[config.mk]
export PLATFORM = sky130hd
export DESIGN_NAME = run_ctrl_flat
export DESIGN_NICKNAME = d
export VERILOG_FILES = /design/src/rtl/run_ctrl_pkg.sv /design/src/rtl/run_ctrl_if.sv /design/src/rtl/run_ctrl_cyc_counter.sv /design/src/rtl/run_ctrl.sv /design/src/flat_wrapper.sv
export SDC_FILE = /design/constraint.sdc
export NUM_CORES = 1
export LEC_CHECK = 0
export CORE_MARGIN = 2
export CORE_UTILIZATION = 47
export CTS_BUF_LIST = sky130_fd_sc_hd__clkbuf_4 sky130_fd_sc_hd__clkbuf_8 sky130_fd_sc_hd__clkbuf_16
export DETAILED_ROUTE_END_ITERATION = 12
export GPL_TIMING_DRIVEN = 0
export PLACE_DENSITY = 0.82
export SYNTH_ARGS = -nofsm -noshare
export SYNTH_HDL_FRONTEND = slang
export SYNTH_SLANG_ARGS = --single-unit
export TNS_END_PERCENT = 50
[constraint.sdc]
create_clock -name clock -period 1.7 [get_ports clock]
set_input_delay 0.51 -clock clock [delete_from_list [all_inputs] [get_ports clock]]
set_output_delay 0.51 -clock clock [all_outputs]
set_load 0.01 [all_outputs]
[src/rtl/run_ctrl_pkg.sv]
// run_ctrl_pkg: shared types and constants for the run controller.
//   state_t        - controller FSM states
//   START_HOLD_DEF - default core_start hold length in cycles
//   TIMEOUT_DEF    - default RUN-cycle limit before a run counts as hung
//   CNT_W / ID_W   - widths of cycle_count and run_id
package run_ctrl_pkg;
    typedef enum logic [2:0] {
        S_IDLE,
        S_START,
        S_RUN,
        S_DONE,
        S_TIMEOUT
    } state_t;
    localparam int CNT_W = 16;
    localparam int ID_W = 8;
    localparam int START_HOLD_DEF = 4;
    localparam logic [CNT_W-1:0] TIMEOUT_DEF = 16'd10000;
endpackage

[src/rtl/run_ctrl_if.sv]
// run_ctrl_if: request/status bundle between a host and run_ctrl.
//   go, abort, core_done - host/core to controller
//   core_start, busy, run_done, timed_out, cycle_count, run_id - controller to host/core
//   master: host side, slave: controller side
interface run_ctrl_if;
    import run_ctrl_pkg::*;
    logic go;
    logic abort;
    logic core_done;
    logic core_start;
    logic busy;
    logic run_done;
    logic timed_out;
    logic [CNT_W-1:0] cycle_count;
    logic [ID_W-1:0] run_id;
    modport master (
        output go, abort, core_done,
        input  core_start, busy, run_done, timed_out, cycle_count, run_id
    );
    modport slave (
        input  go, abort, core_done,
        output core_start, busy, run_done, timed_out, cycle_count, run_id
    );
endinterface

[src/rtl/run_ctrl_cyc_counter.sv]
// cyc_counter: RUN-cycle counter with synchronous clear and terminal-count flag.
//   clock, reset - clock and asynchronous active-high reset
//   clear        - zero the count (takes priority over en)
//   en           - advance the count by one
//   count        - current count
//   tc           - high when count equals LIMIT-1 (the last cycle before timeout)
module cyc_counter
    import run_ctrl_pkg::*;
#(
    parameter logic [CNT_W-1:0] LIMIT = TIMEOUT_DEF
) (
    input  logic             clock,
    input  logic             reset,
    input  logic             clear,
    input  logic             en,
    output logic [CNT_W-1:0] count,
    output logic             tc
);
    assign tc = count == LIMIT - CNT_W'(1);
    always_ff @(posedge clock or posedge reset) begin
        if (reset) count <= '0;
        else if (clear) count <= '0;
        else if (en) count <= count + CNT_W'(1);
    end
endmodule

[src/rtl/run_ctrl.sv]
// run_ctrl: sequences a processor core through start, run, completion and timeout.
//   clock, reset - clock and asynchronous active-high reset
//   bus (slave)  - go/abort/core_done in; core_start/busy/run_done/timed_out,
//                  cycle_count (RUN cycles of current/last run), run_id (completed runs) out
module run_ctrl
    import run_ctrl_pkg::*;
#(
    parameter int START_HOLD = START_HOLD_DEF,
    parameter logic [CNT_W-1:0] TIMEOUT = TIMEOUT_DEF
) (
    input logic clock,
    input logic reset,
    run_ctrl_if.slave bus
);
    localparam logic [7:0] HOLD_INIT = 8'(START_HOLD);
    state_t state, next_state;
    logic [7:0] hold;
    logic [ID_W-1:0] run_id;
    logic start_run, finish, tc;
    assign start_run = bus.go && (state == S_IDLE || state == S_DONE || state == S_TIMEOUT);
    assign finish = state == S_RUN && !bus.abort && bus.core_done;
    always_ff @(posedge clock or posedge reset) begin
        if (reset) state <= S_IDLE;
        else state <= next_state;
    end
    always_comb begin
        next_state = state;
        case (state)
            S_IDLE, S_DONE, S_TIMEOUT: next_state = bus.go ? S_START : state;
            S_START: next_state = bus.abort ? S_IDLE : (hold == 8'd1 ? S_RUN : S_START);
            S_RUN: next_state = bus.abort ? S_IDLE : bus.core_done ? S_DONE : tc ? S_TIMEOUT : S_RUN;
            default: next_state = S_IDLE;
        endcase
    end
    always_comb begin
        bus.core_start = state == S_START;
        bus.busy = state == S_START || state == S_RUN;
        bus.run_done = state == S_DONE;
        bus.timed_out = state == S_TIMEOUT;
    end
    // hold counts down the remaining START cycles; it leaves START on the cycle it reads 1
    always_ff @(posedge clock or posedge reset) begin
        if (reset) hold <= '0;
        else if (start_run) hold <= HOLD_INIT;
        else if (state == S_START) hold <= hold - 8'd1;
    end
    always_ff @(posedge clock or posedge reset) begin
        if (reset) run_id <= '0;
        else if (finish) run_id <= run_id + ID_W'(1);
    end
    assign bus.run_id = run_id;
    // counting stops on abort or completion so cycle_count keeps the run's final value
    cyc_counter #(.LIMIT(TIMEOUT)) u_cnt (
        .clock (clock),
        .reset (reset),
        .clear (start_run),
        .en    (state == S_RUN && !bus.abort && !bus.core_done),
        .count (bus.cycle_count),
        .tc    (tc)
    );
endmodule

[src/flat_wrapper.sv]
// flat-port wrapper written by rule: the top's interface ports become plain ports
module run_ctrl_flat import run_ctrl_pkg::*;
#(
    parameter int START_HOLD = START_HOLD_DEF,
    parameter logic [CNT_W-1:0] TIMEOUT = TIMEOUT_DEF
)
  (clock, reset, bus_go, bus_abort, bus_core_done, bus_core_start, bus_busy, bus_run_done, bus_timed_out, bus_cycle_count, bus_run_id);
  run_ctrl_if bus_i ();
  input logic clock;
  input logic reset;
  input wire logic [$bits(bus_i.go)-1:0] bus_go;
  input wire logic [$bits(bus_i.abort)-1:0] bus_abort;
  input wire logic [$bits(bus_i.core_done)-1:0] bus_core_done;
  output wire logic [$bits(bus_i.core_start)-1:0] bus_core_start;
  output wire logic [$bits(bus_i.busy)-1:0] bus_busy;
  output wire logic [$bits(bus_i.run_done)-1:0] bus_run_done;
  output wire logic [$bits(bus_i.timed_out)-1:0] bus_timed_out;
  output wire logic [$bits(bus_i.cycle_count)-1:0] bus_cycle_count;
  output wire logic [$bits(bus_i.run_id)-1:0] bus_run_id;
  assign bus_i.go = bus_go;
  assign bus_i.abort = bus_abort;
  assign bus_i.core_done = bus_core_done;
  assign bus_core_start = bus_i.core_start;
  assign bus_busy = bus_i.busy;
  assign bus_run_done = bus_i.run_done;
  assign bus_timed_out = bus_i.timed_out;
  assign bus_cycle_count = bus_i.cycle_count;
  assign bus_run_id = bus_i.run_id;
  run_ctrl #(.START_HOLD(START_HOLD), .TIMEOUT(TIMEOUT)) u_core (.clock(clock), .reset(reset), .bus(bus_i));
endmodule
### Word level (Yosys, flattened, before mapping)

Cells that the tools add are included.

* register bits: 35
* bits of input ports: 5

* add/sub/neg operators: 3
* equality and inequality tests: 7
* muxes and demuxes: 11
* reduce and logical (&&, ||, !) cells: 13

Operator list (count)
* $mux W16: 2
* $add A16 B1 Y16 const B: 1
* $eq A16 B14 Y1 const B: 1
* $mux W8: 2
* $mux W3: 5
* $pmux W3 S3: 1
* $add A8 B1 Y8 const B: 1
* $eq A8 B1 Y1 const B: 1
* $sub A8 B1 Y8 const B: 1
* $eq A3 B2 Y1 const B: 2
* $logic_and A1 B1 Y1: 4
* $reduce_bool A2 Y1: 2
* $eq A3 B1 Y1 const B: 1
* $eq A3 B3 Y1 const B: 1
* $logic_not A3 Y1: 1
* $logic_or A1 B1 Y1: 3
* $reduce_or A3 Y1: 1
* $logic_not A1 Y1: 2
* $mux W2: 1
* $ne A2 B2 Y1 const B: 1

### Depth between registers and ports, before layout

Gate-level depths: netlist (run 1).

* word-level depth: 5
* gate-level depth with buffers: 7
* depth with buffers taken out: 5

### Modules after synthesis

A second synthesis (run 1) with hierarchy kept.

* cells, all modules: 198
* area total of the unflattened synthesis: 1940.6 um2

Modules (own cells, without submodules)
* run_ctrl: instances 1, cells an instance 110, area an instance 1083.5 um2, sequential area each 475.5 um2
* cyc_counter: instances 1, cells an instance 88, area an instance 857.1 um2, sequential area each 400.4 um2

### Least setup slack after synthesis (run 1)

No wires, ideal clock.

* path type: input port to flip-flop
* start point: input port bus_abort
* end point: register u_core.u_cnt.count[13]
* library setup time: 0.140 ns
* data arrival time: 1.777 ns
* required time: 1.560 ns
* setup slack: -0.216 ns
* cell stages on the path: 5
* buffers on the path: 1
* cells stage by stage: or4b_4 -> or2_1 -> buf_6 -> o311ai_0 -> o41ai_1

* word-level cells in the longest chain between the ends: 4

RTL lines
* start: declaration: line flat_wrapper.sv:12 `input wire logic [$bits(bus_i.abort)-1:0] bus_abort;`
* $logic_not A1 Y1: line run_ctrl.sv:57 `.en (state == S_RUN && !bus.abort && !bus.core_done),`
* $logic_and A1 B1 Y1 (2 in a row): line run_ctrl.sv:57
* $reduce_bool A2 Y1 (no source line)
* end signal: assignment: line run_ctrl_cyc_counter.sv:23 `else if (en) count <= count + CNT_W'(1);`
* end: declaration: line run_ctrl_cyc_counter.sv:16 `output logic [CNT_W-1:0] count,`

No other way between the ends.
A chain may end at the register's enable or synchronous reset.

### Worst setup path in the final report (run 1)

* start point: register u_core.state[0]
* end point: register u_core.u_cnt.count[13]

* word-level cells in the longest chain between the ends: 5

RTL lines
* start: declaration: line run_ctrl.sv:16 `state_t state, next_state;`
* start signal: assignment: line run_ctrl.sv:24 `else state <= next_state;`
* $eq A3 B2 Y1 or $logic_not A3 Y1 (tied branches): line run_ctrl.sv:20 `assign start_run = bus.go && (state == S_IDLE || state == S_DONE || state == S_TIMEOUT);`
* $logic_or A1 B1 Y1 (2 in a row): line run_ctrl.sv:20
* $logic_and A1 B1 Y1: line run_ctrl.sv:20
* $mux W16 or $reduce_bool A2 Y1 (tied branches)

Parallel ways exist; a longest one is shown, timed or not.

==> results of run 1 <==
-- power by group --
group | switching [uW] | internal (uW)
clock | 316 | 318
combinational | 416 | 374
sequential | 91.4 | 922
-- repair_timing --
item                                    4_1_cts  5_1_grt
cloned                                        0        0
hold endpoints to repair                      0        0
pin swaps                                     3        8
setup buffers                                15       14
endpoints found under the setup margin       92       44
gates resized for setup                      38       40
-- metal layers --
layer / routed length, um / global-route usage
met3: 230 / 0.0443
met1: 1980 / 0.250
met5: 0 / 0
met2: 2370 / 0.342
met4: 95 / 0.0990
-- cell type report --
type	count	area, um^2
Tap cell	48	60.1
Timing Repair Buffer	61	558
Buffer	4	35.0
Inverter	9	37.5
Fill cell	259	1040
Clock inverter	1	5.00
Multi-Input combinational cell	131	956
Clock buffer	6	82.6
Sequential cell	35	885
-- through the flow --
stage / util / cell area (um^2)
after floorplan: - / 1800
after global placement: 0.596 / 2180
after detailed placement: 0.596 / 2180
after CTS: 0.652 / 2390
after global routing: 0.715 / 2620
final: 0.715 / 2620
-- worst paths after layout --
check                                                 start                                 end  slack (ns)  depth (start not counted)
hold reg to reg            u_core.bus.run_id[7]$_DFFE_PP0P_    u_core.bus.run_id[7]$_DFFE_PP0P_        0.47                          1
min in group asynchronous                             reset          u_core.hold[6]$_DFFE_PP0P_        0.67                          2
setup reg to reg                u_core.state[0]$_DFFE_PP0P_  u_core.u_cnt.count[13]$_DFFE_PP0P_       -0.22                          5
setup / recovery                u_core.state[0]$_DFFE_PP0P_  u_core.u_cnt.count[13]$_DFFE_PP0P_       -0.22                          5
hold / removal             u_core.bus.run_id[7]$_DFFE_PP0P_    u_core.bus.run_id[7]$_DFFE_PP0P_        0.47                          1
max in group asynchronous                             reset         u_core.state[0]$_DFFE_PP0P_        0.56                          2
-- worst max-delay path: cells and delay by family, from the launching register on --
family	cells	cell delay (ns)
and+or+nand+nor	2	0.78
buffers and inverters	1	0.14
DFF	1	0.45
AOI/OAI and AO/OA	2	0.41
-- layout by cell type, fill, tap and decap left out, types with 5 or more instances in the layout --
cell type	Yosys	layout
buf_4	1	29
dfrtp_1	35	28
nor2_1	18	17
dlymetal6s2s_1	0	15
nand3_1	14	13
xnor2_1	11	11
xor2_1	9	9
dlygate4sd2_1	0	9
inv_1	9	8
nand2_1	10	8
nand4_1	7	7
dfrtp_2	0	7
o21ai_0	8	6
clkbuf_8	0	6
a21oi_1	7	5
-- flip-flops by register name, indices dropped and copies added (netlist names) --
signal and count:
u_core.hold 8, u_core.bus.run_id 8, u_core.u_cnt.count 16, u_core.state 3
-- cells by family (layout without fill, tap and decap cells) --
logic type	Yosys count	count (layout)	synth area share
and+or+nand+nor	80	80	0.253
DFF	35	35	0.487
adders and majority gates	4	4	0.0279
AOI/OAI and AO/OA	26	26	0.0898
buffers and inverters	15	81	0.0383
xor gates and xnor gates	20	20	0.0975
muxes	1	1	0.00627
==> metrics.yaml, run 1 <==
floorplan:
  pin_count: 33
  placementRows: 22
  coreArea_mm2: 0.00366
  die_x_um: 65.8
  start_util: 0.491
  fp.dieArea_mm2: 0.00433
  die_h_um: 65.8
clocking:
  cts.sinks: 35
  clk-insertion-delay-late_ns: 0.30
  ctsHoldBuffers: 0
  htreeDepth: 2
  cts_buffers: 5
  clk_pin_slew_worst_paths_ns: 0.07
  cts_tree: "built"
  cts.path.max_buffers: 2
  cts-root-buf: "clkbuf_8"
flow_run:
  cap_violations: 0
worst_setup_path:
  required_ns: 1.87
  crit_arrival_ns: 2.09
  crit_path_top_delay_cell: "or4b_4"
  critPathCaptureType: "register"
  critPathMaxFanout: 8
  crit_chain: "or4b_4, or2_1, buf_6, o311ai_1, o41ai_1"
  max_stage_delay_ns: 0.53
  path_class: "reg -> reg"
  critPathLaunchType: "register"
logic_synthesis:
  synth_cells: 181
  synth.most_common_cell: "dfrtp_1"
  seq_area_frac_synth: 0.487
  ys_top_cells_by_count: "dfrtp_1, nor2_1, nand3_1"
  syn_avg_cell_area_um2: 9.93
  ys.flop_type: "dfrtp_1"
  ys_types: 41
  yosysTopAreaCell: "dfrtp_1"
  syn_area_mm2: 0.00180
  synth_edf_count: 0
  synth_top_area_share: 0.487
  synth.area.top_cells: "dfrtp_1, xnor2_1, xor2_1"
  yosysWarnings: 0
  async_flop_share: 1.00
  synth.ff_latch_count: 35
  syn-num-nets: 190
placement:
  dp_slack_ns: -0.706
  io_buffers: 32
  gp_congestion: 0.788
  dp_hpwl_um: 2600
  dp.cells: 261
global_route:
  grt_max_degree: 36
  grt_pass1_wl_um: 6560
  grt_usage: 0.205
  antenna_found_initial: 0
  grt-ovfl-total: 0
  grt_pass1_vias: 1443
route:
  wirelength_um: 4670
  first_pass_iters: 4
  drc: 0
  ant_nets: 0
  num_vias: 1631
  avgViaCountPerCell: 5.53
  first_iter_violations: 175
  wire_per_inst_um: 15.8
timing:
  setup_viol: 17
  worst_hold_slack_ns: 0.472
  hold_viol_final: 0
  fin_crit_ns: 1.92
  slew_headroom: 0.500
  tns_ns: -2.01
  final.period_utilization: 1.13
  rsz0062_at_grt: "true"
  worstMarginPinSlew_ns: 0.748
  final.setup.worst_slack_ns: -0.215
  clock-skew-final_ns: 0.00720
  final_max_slew_viol_count: 0
  max_freq_mhz: 522
status:
  status: "complete, but fails checks"
  violations: "negative setup slack"
hold_path:
  hold_path_class: "reg -> reg"
finish:
  drive_gt1_frac: 0.300
  area_growth_pct: 45.8
  final_cells: 295
  final_nets: 256
  antennaDiodeCount: 0
power:
  finalPower_uw: 2440
  ir_drop_mv: 0.691
  powerDensity_mw_per_mm2: 931
  p_leak_uw: 0.00139
No activity file was read; power rests on OpenSTA's default activity.
==> run 2, diff against run 1 <==
--- a/config.mk
+++ b/config.mk
@@ -6,11 +6,11 @@
 export NUM_CORES = 1
 export LEC_CHECK = 0
 export CORE_MARGIN = 2
-export CORE_UTILIZATION = 47
+export CORE_UTILIZATION = 52
 export CTS_BUF_LIST = sky130_fd_sc_hd__clkbuf_4 sky130_fd_sc_hd__clkbuf_8 sky130_fd_sc_hd__clkbuf_16
 export DETAILED_ROUTE_END_ITERATION = 12
 export GPL_TIMING_DRIVEN = 0
-export PLACE_DENSITY = 0.82
+export PLACE_DENSITY = 0.79
 export SYNTH_ARGS = -nofsm -noshare
 export SYNTH_HDL_FRONTEND = slang
 export SYNTH_SLANG_ARGS = --single-unit
==> constraint.sdc (replaced) <==
create_clock -name clock -period 1.78 [get_ports clock]
set_input_delay 0.534 -clock clock [delete_from_list [all_inputs] [get_ports clock]]
set_output_delay 0.534 -clock clock [all_outputs]
set_load 0.01 [all_outputs]
==> metrics.yaml, run 2 (synthesized netlist as in run 1, its figures left out) <==
hold_path:
  hold_path_startpoint: "u_core.bus.run_id[7]$_DFFE_PP0P_"
  hold_path_class: "reg -> reg"
clocking:
  htreeDepth: 2  # unchanged
  cts-root-buf: "clkbuf_4"
  cts_buffers: 5  # unchanged
  clk-insertion-delay-late_ns: 0.34  # +0.04 ns
  clk_pin_slew_worst_paths_ns: 0.10  # +0.03 ns
  cts.sinks: 35  # unchanged
  cts.path.max_buffers: 2  # unchanged
  cts_tree: "built"
status:
  status: "complete, but fails checks"
  violations: "negative setup slack"
floorplan:
  die_x_um: 62.8  # -4.6%
  die_h_um: 62.8  # -4.6%
  coreArea_mm2: 0.00334  # -8.9%
  fp.dieArea_mm2: 0.00394  # -9.1%
  start_util: 0.538  # +0.0477
  pin_count: 33  # unchanged
  placementRows: 21  # -4.5%
worst_setup_path:
  regToRegStartpoint: "u_core.state[0]$_DFFE_PP0P_"
  required_ns: 1.25  # -0.62 ns
  path_class: "reg -> out"
  critPathLaunchType: "register"
  startpoint: "u_core.state[0]$_DFFE_PP0P_"
  crit_arrival_ns: 1.35  # -0.74 ns
  critPathCaptureType: "output port"
  critPathMaxFanout: 6  # -2
route:
  first_iter_violations: 83  # -53%
  ant_nets: 0  # unchanged
  first_pass_iters: 6  # +2
  avgViaCountPerCell: 5.79  # +4.7%
  drc: 0  # unchanged
  num_vias: 1609  # -1.3%
  wirelength_um: 4500  # -3.6%
  wire_per_inst_um: 16.2  # +2.3%
global_route:
  grt-ovfl-total: 0  # unchanged
  grt_usage: 0.235  # +0.0302
  antenna_found_initial: 0  # unchanged
  grt_pass1_vias: 1593  # +10%
  grt_max_degree: 36  # unchanged
  grt_pass1_wl_um: 7300  # +11%
timing:
  setup_viol: 6  # -11
  fin_crit_ns: 1.88
  final_max_slew_viol_count: 0  # unchanged
  final.setup.worst_slack_ns: -0.0991  # +0.116 ns
  clock-skew-final_ns: 0.00267  # -0.00453 ns
  tns_ns: -0.278  # +1.73 ns
  slew_headroom: 0.496  # -0.00458
  worstMarginPinSlew_ns: 0.755  # +0.00686 ns
  max_freq_mhz: 532
  hold_viol_final: 0  # unchanged
  rsz0062_at_grt: "true"
  final.period_utilization: 1.06
finish:
  final_nets: 241  # -5.9%
  fillerInstances: 262  # +1.2%
  regMostFlops: "u_core.u_cnt.count"
  largest_reg_flops: 16  # unchanged
  final_common_cell: "dfrtp_1"
  antennaDiodeCount: 0  # unchanged
  mostFrequentLayoutCells: "dfrtp_1, dlygate4sd2_1, nor2_1"
  final_cells: 278  # -5.8%
  area_growth_pct: 35.0
  drive_gt1_frac: 0.254  # -0.0453
  reg.largest.list: "u_core.u_cnt.count (16), u_core.bus.run_id (8), u_core.hold (8)"
placement:
  dp.cells: 259  # -0.77%
  dp_hpwl_um: 2930  # +13%
  io_buffers: 32  # unchanged
  gp_congestion: 0.829  # +5.2%
power:
  powerDensity_mw_per_mm2: 868  # -6.7%
  p_leak_uw: 0.00111  # -20%
  ir_drop_mv: 0.805  # +16%
flow_run:
  cap_violations: 0  # unchanged
==> run 2: changes by cell type in the layout (fill, tap and decap cells not counted), sizes merged <==
cell	before	now
buf	37	20
dlygate4sd2	9	25
dlymetal6s2s	15	0
clkdlybuf4s15	0	1
clkdlybuf4s50	3	2
or2	1	2
==> run 2: power breakdown <==
group,leakage (uW),internal [uW],switching [uW]
clock network,0.0000341,183,265
registers,0.000457,879,105
logic,0.000621,303,370
==> run 2: what timing repair did <==
| action | in CTS | in global routing |
|---|---|---|
| gates resized for setup | 67 | 15 |
| pin swaps | 7 | 9 |
| cloned | 1 | 0 |
| hold buffers | 0 | 0 |
| setup buffers | 8 | 6 |
| setup endpoints to repair | 55 | 29 |
| endpoints found under the hold margin | 0 | 0 |
==> run 2: stage by stage <==
stage / setup slack [ns] / util / hold slack [ns] / cell area [um^2] / power, uW
4_1_cts: -0.111 / 0.694 / 0.473 / 2310 / 2050
3_5_place_dp: -0.680 / 0.652 / 0.462 / 2170 / 1570
5_1_grt: -0.134 / 0.727 / 0.488 / 2420 / 2240
6_report: -0.0991 / 0.727 / 0.468 / 2420 / 2110
3_3_place_gp: -0.629 / 0.652 / 0.457 / 2170 / 1530
2_1_floorplan: -0.113 / - / 0.484 / 1800 / 1350
==> run 2: critical path: stages, from the launching register on <==
cell and delay [ns]:
dfrtp_2 0.48, buf_6 0.14, and3b_2 0.25, buf_6 0.13
==> run 2: final cells by class <==
class	count	area, um^2	area share
repair buffers	46	390	0.161
flip-flops and latches	35	885	0.365
inverters	9	37.5	0.0155
multi-input cells	132	975	0.402
clock inverters	1	5.00	0.00206
clock buffers	6	51.3	0.0212
plain buffers	3	23.8	0.00980
well taps	46	57.6	0.0237
==> run 2: metal layers <==
layer | vias to the layer above | wire [um] | global-route usage
li1 | 753 | - | -
met4 | 0 | 69 | 0.0833
met3 | 10 | 226 | 0.0414
met1 | 786 | 1850 | 0.289
met5 | - | 0 | 0
met2 | 60 | 2350 | 0.414
==> run 2: path summary, 6_finish.rpt <==
check / end / slack, ns / cells past startpoint
min in group asynchronous: u_core.bus.run_id[5]$_DFFE_PP0P_ / 0.65 / 2
worst max-delay path: bus_run_done / -0.1 / 3
worst min register to register: u_core.bus.run_id[7]$_DFFE_PP0P_ / 0.47 / 1
worst max register to register: u_core.u_cnt.count[11]$_DFFE_PP0P_ / -0.03 / 4
max in group asynchronous: u_core.u_cnt.count[11]$_DFFE_PP0P_ / 0.67 / 2
worst min-delay path: u_core.bus.run_id[7]$_DFFE_PP0P_ / 0.47 / 1
==> run 3, diff against run 2 <==
--- a/config.mk
+++ b/config.mk
@@ -5,12 +5,13 @@
 export SDC_FILE = /design/constraint.sdc
 export NUM_CORES = 1
 export LEC_CHECK = 0
+export CAP_MARGIN = 20
 export CORE_MARGIN = 2
-export CORE_UTILIZATION = 52
+export CORE_UTILIZATION = 47
 export CTS_BUF_LIST = sky130_fd_sc_hd__clkbuf_4 sky130_fd_sc_hd__clkbuf_8 sky130_fd_sc_hd__clkbuf_16
 export DETAILED_ROUTE_END_ITERATION = 12
 export GPL_TIMING_DRIVEN = 0
-export PLACE_DENSITY = 0.79
+export PLACE_DENSITY = 0.76
 export SYNTH_ARGS = -nofsm -noshare
 export SYNTH_HDL_FRONTEND = slang
 export SYNTH_SLANG_ARGS = --single-unit
==> constraint.sdc (replaced) <==
create_clock -name clock -period 1.7 [get_ports clock]
set_input_delay 0.51 -clock clock [delete_from_list [all_inputs] [get_ports clock]]
set_output_delay 0.51 -clock clock [all_outputs]
set_load 0.01 [all_outputs]
==> metrics.yaml, run 3 (synthesized netlist as in run 1, its figures left out) <==
finish:
  final_nets: 251  # +4.1%
  largest_reg_flops: 16  # unchanged
  area_growth_pct: 46.0
  multiInputGateArea_mm2: 0.00101  # +3.5%
  antennaDiodeCount: 0  # unchanged
  reg.largest.list: "u_core.u_cnt.count (16), u_core.bus.run_id (8), u_core.hold (8)"
  final_common_cell: "dfrtp_1"
  final_cells: 291  # +4.7%
  final_area_mm2: 0.00262  # +8.2%
  regMostFlops: "u_core.u_cnt.count"
  ff_latch_area_um2: 885  # unchanged
  postLayoutCoreUtil: 0.716  # -0.0103
  drive_gt1_frac: 0.305  # +0.0502
  fillerInstances: 280  # +6.9%
  mostFrequentLayoutCells: "dfrtp_1, buf_4, dlygate4sd2_1"
floorplan:
  start_util: 0.491  # -0.0477
  placementRows: 22  # +4.8%
  pin_count: 33  # unchanged
  die_x_um: 65.8  # +4.9%
  die_h_um: 65.8  # +4.9%
  coreArea_mm2: 0.00366  # +9.7%
  fp.dieArea_mm2: 0.00433  # +10%
power:
  powerDensity_mw_per_mm2: 985  # +13%
  p_leak_uw: 0.00125  # +12%
  ir_drop_mv: 0.664  # -18%
timing:
  setup_viol: 19  # +13
  final.setup.worst_slack_ns: -0.222  # -0.123 ns
  max_freq_mhz: 520
  fin_crit_ns: 1.92
  slew_headroom: 0.456  # -0.0396
  hold_viol_final: 0  # unchanged
  clock-skew-final_ns: 0.00637  # +0.00370 ns
  rsz0062_at_grt: "true"
  worstMarginPinSlew_ns: 0.815  # +0.0601 ns
  final_max_slew_viol_count: 0  # unchanged
  final.period_utilization: 1.13
  worst_hold_slack_ns: 0.464  # -0.00403 ns
route:
  num_vias: 1687  # +4.8%
  ant_nets: 0  # unchanged
  avgViaCountPerCell: 5.80  # +0.16%
  first_iter_violations: 49  # -41%
  wirelength_um: 4930  # +9.6%
  drc: 0  # unchanged
  wire_per_inst_um: 17.0  # +4.7%
  first_pass_iters: 4  # -2
hold_path:
  worstHoldEndpoint: "u_core.bus.run_id[7]$_DFFE_PP0P_"
  hold_depth: 1  # unchanged
  hold_path_class: "reg -> reg"
  hold_path_startpoint: "u_core.bus.run_id[7]$_DFFE_PP0P_"
placement:
  gp_congestion: 0.767  # -7.5%
  dp_hpwl_um: 2790  # -4.8%
  placed_cell_area_mm2: 0.00221  # +1.7%
  io_buffers: 32  # unchanged
  dp.cells: 262  # +1.2%
global_route:
  grt_pass1_vias: 1569  # -1.5%
  grt_pass1_wl_um: 7200  # -1.4%
  grt-ovfl-total: 0  # unchanged
  grt_usage: 0.223  # -0.0120
  grt_max_degree: 20  # -44%
  antenna_found_initial: 0  # unchanged
worst_setup_path:
  required_ns: 1.19  # -0.06 ns
  path_class: "reg -> out"
  worstReg2RegEnd: "u_core.u_cnt.count[13]$_DFFE_PP0P_"
  startpoint: "u_core.state[0]$_DFFE_PP0P_"
  reg2reg_depth: 6  # +2
  critPathMaxFanout: 5  # -1
  crit_arrival_ns: 1.41  # +0.06 ns
  reg2reg_slack_ns: -0.22  # -0.19 ns
  critPathCaptureType: "output port"
  critPathLaunchType: "register"
  regToRegStartpoint: "u_core.state[1]$_DFFE_PP0P_"
clocking:
  clk-insertion-delay-late_ns: 0.30  # -0.04 ns
  ctsHoldBuffers: 0  # unchanged
  htreeDepth: 2  # unchanged
  cts-root-buf: "clkbuf_8"
  clk_pin_slew_worst_paths_ns: 0.07  # -0.03 ns
  cts.path.max_buffers: 2  # unchanged
  cts.sinks: 35  # unchanged
  cts_buffers: 5  # unchanged
  cts_tree: "built"
flow_run:
  cap_violations: 0  # unchanged
status:
  violations: "negative setup slack"
  status: "complete, but fails checks"
[run 3: cell types whose count changed in the layout (fill, tap and decap cells not counted), moves of 3 or more]
cell,before,now
nor3_1,3,0
nor3_2,0,3
buf_4,14,23
nand3_2,0,3
clkbuf_8,1,7
clkbuf_4,5,2
dlymetal6s2s_1,0,5
dlygate4sd2_1,25,19
[run 3: how the worst max path moves through the flow]
stage | endpoint | slack, ns
floorplan | u_core.u_cnt.count[11]$_DFFE_PP0P_ | -0.17
global placement | u_core.bus.run_id[7]$_DFFE_PP0P_ | -0.76
detailed placement | u_core.bus.run_id[7]$_DFFE_PP0P_ | -0.75
CTS | u_core.u_cnt.count[11]$_DFFE_PP0P_ | -0.21
global route | u_core.u_cnt.count[13]$_DFFE_PP0P_ | -0.27
finish | bus_timed_out | -0.22
[run 3: repair_timing]
action,4_1_cts,5_1_grt
pin swaps,5,15
gates resized for setup,54,33
setup buffers,13,10
setup endpoints to repair,59,39
[run 3: routing by layer]
metal | vias up | global-route usage | share of wire
li1 | 772 | - | -
met1 | 844 | 0.249 | 0.41
met2 | 54 | 0.389 | 0.51
met3 | 17 | 0.0716 | 0.055
met4 | 0 | 0.0911 | 0.026
met5 | - | 0 | 0
[run 3: worst max-delay path, stage by stage (launching register included)]
cell,delay (ns)
dfrtp_2,0.45
buf_4,0.14
buf_4,0.13
nor2_4,0.12
nand2_2,0.08
inv_1,0.07
buf_2,0.12
[run 3: cell type report]
class	count	share of cell area
Multi-Input combinational cell	131	0.385
Sequential cell	35	0.337
Timing Repair Buffer	56	0.187
Clock buffer	8	0.0396
Tap cell	48	0.0229
Buffer	4	0.0157
Inverter	9	0.0129
[run 3: report_power, final]
part           leakage (uW)  switching, uW  internal, uW
Combinational      0.000736            451           424
Clock             0.0000549            305           386
Sequential         0.000457           94.7           922
Total               0.00125            851          1730
[run 3: metrics by stage]
stage,power (uW),TNS (ns),setup slack (ns)
after detailed placement,1630,-18.24,-0.748
after global routing,2720,-3.48,-0.274
after global placement,1600,-31.75,-0.764
final,2580,-2.33,-0.222
after floorplan,1420,-1.35,-0.169
after CTS,2430,-2.54,-0.211
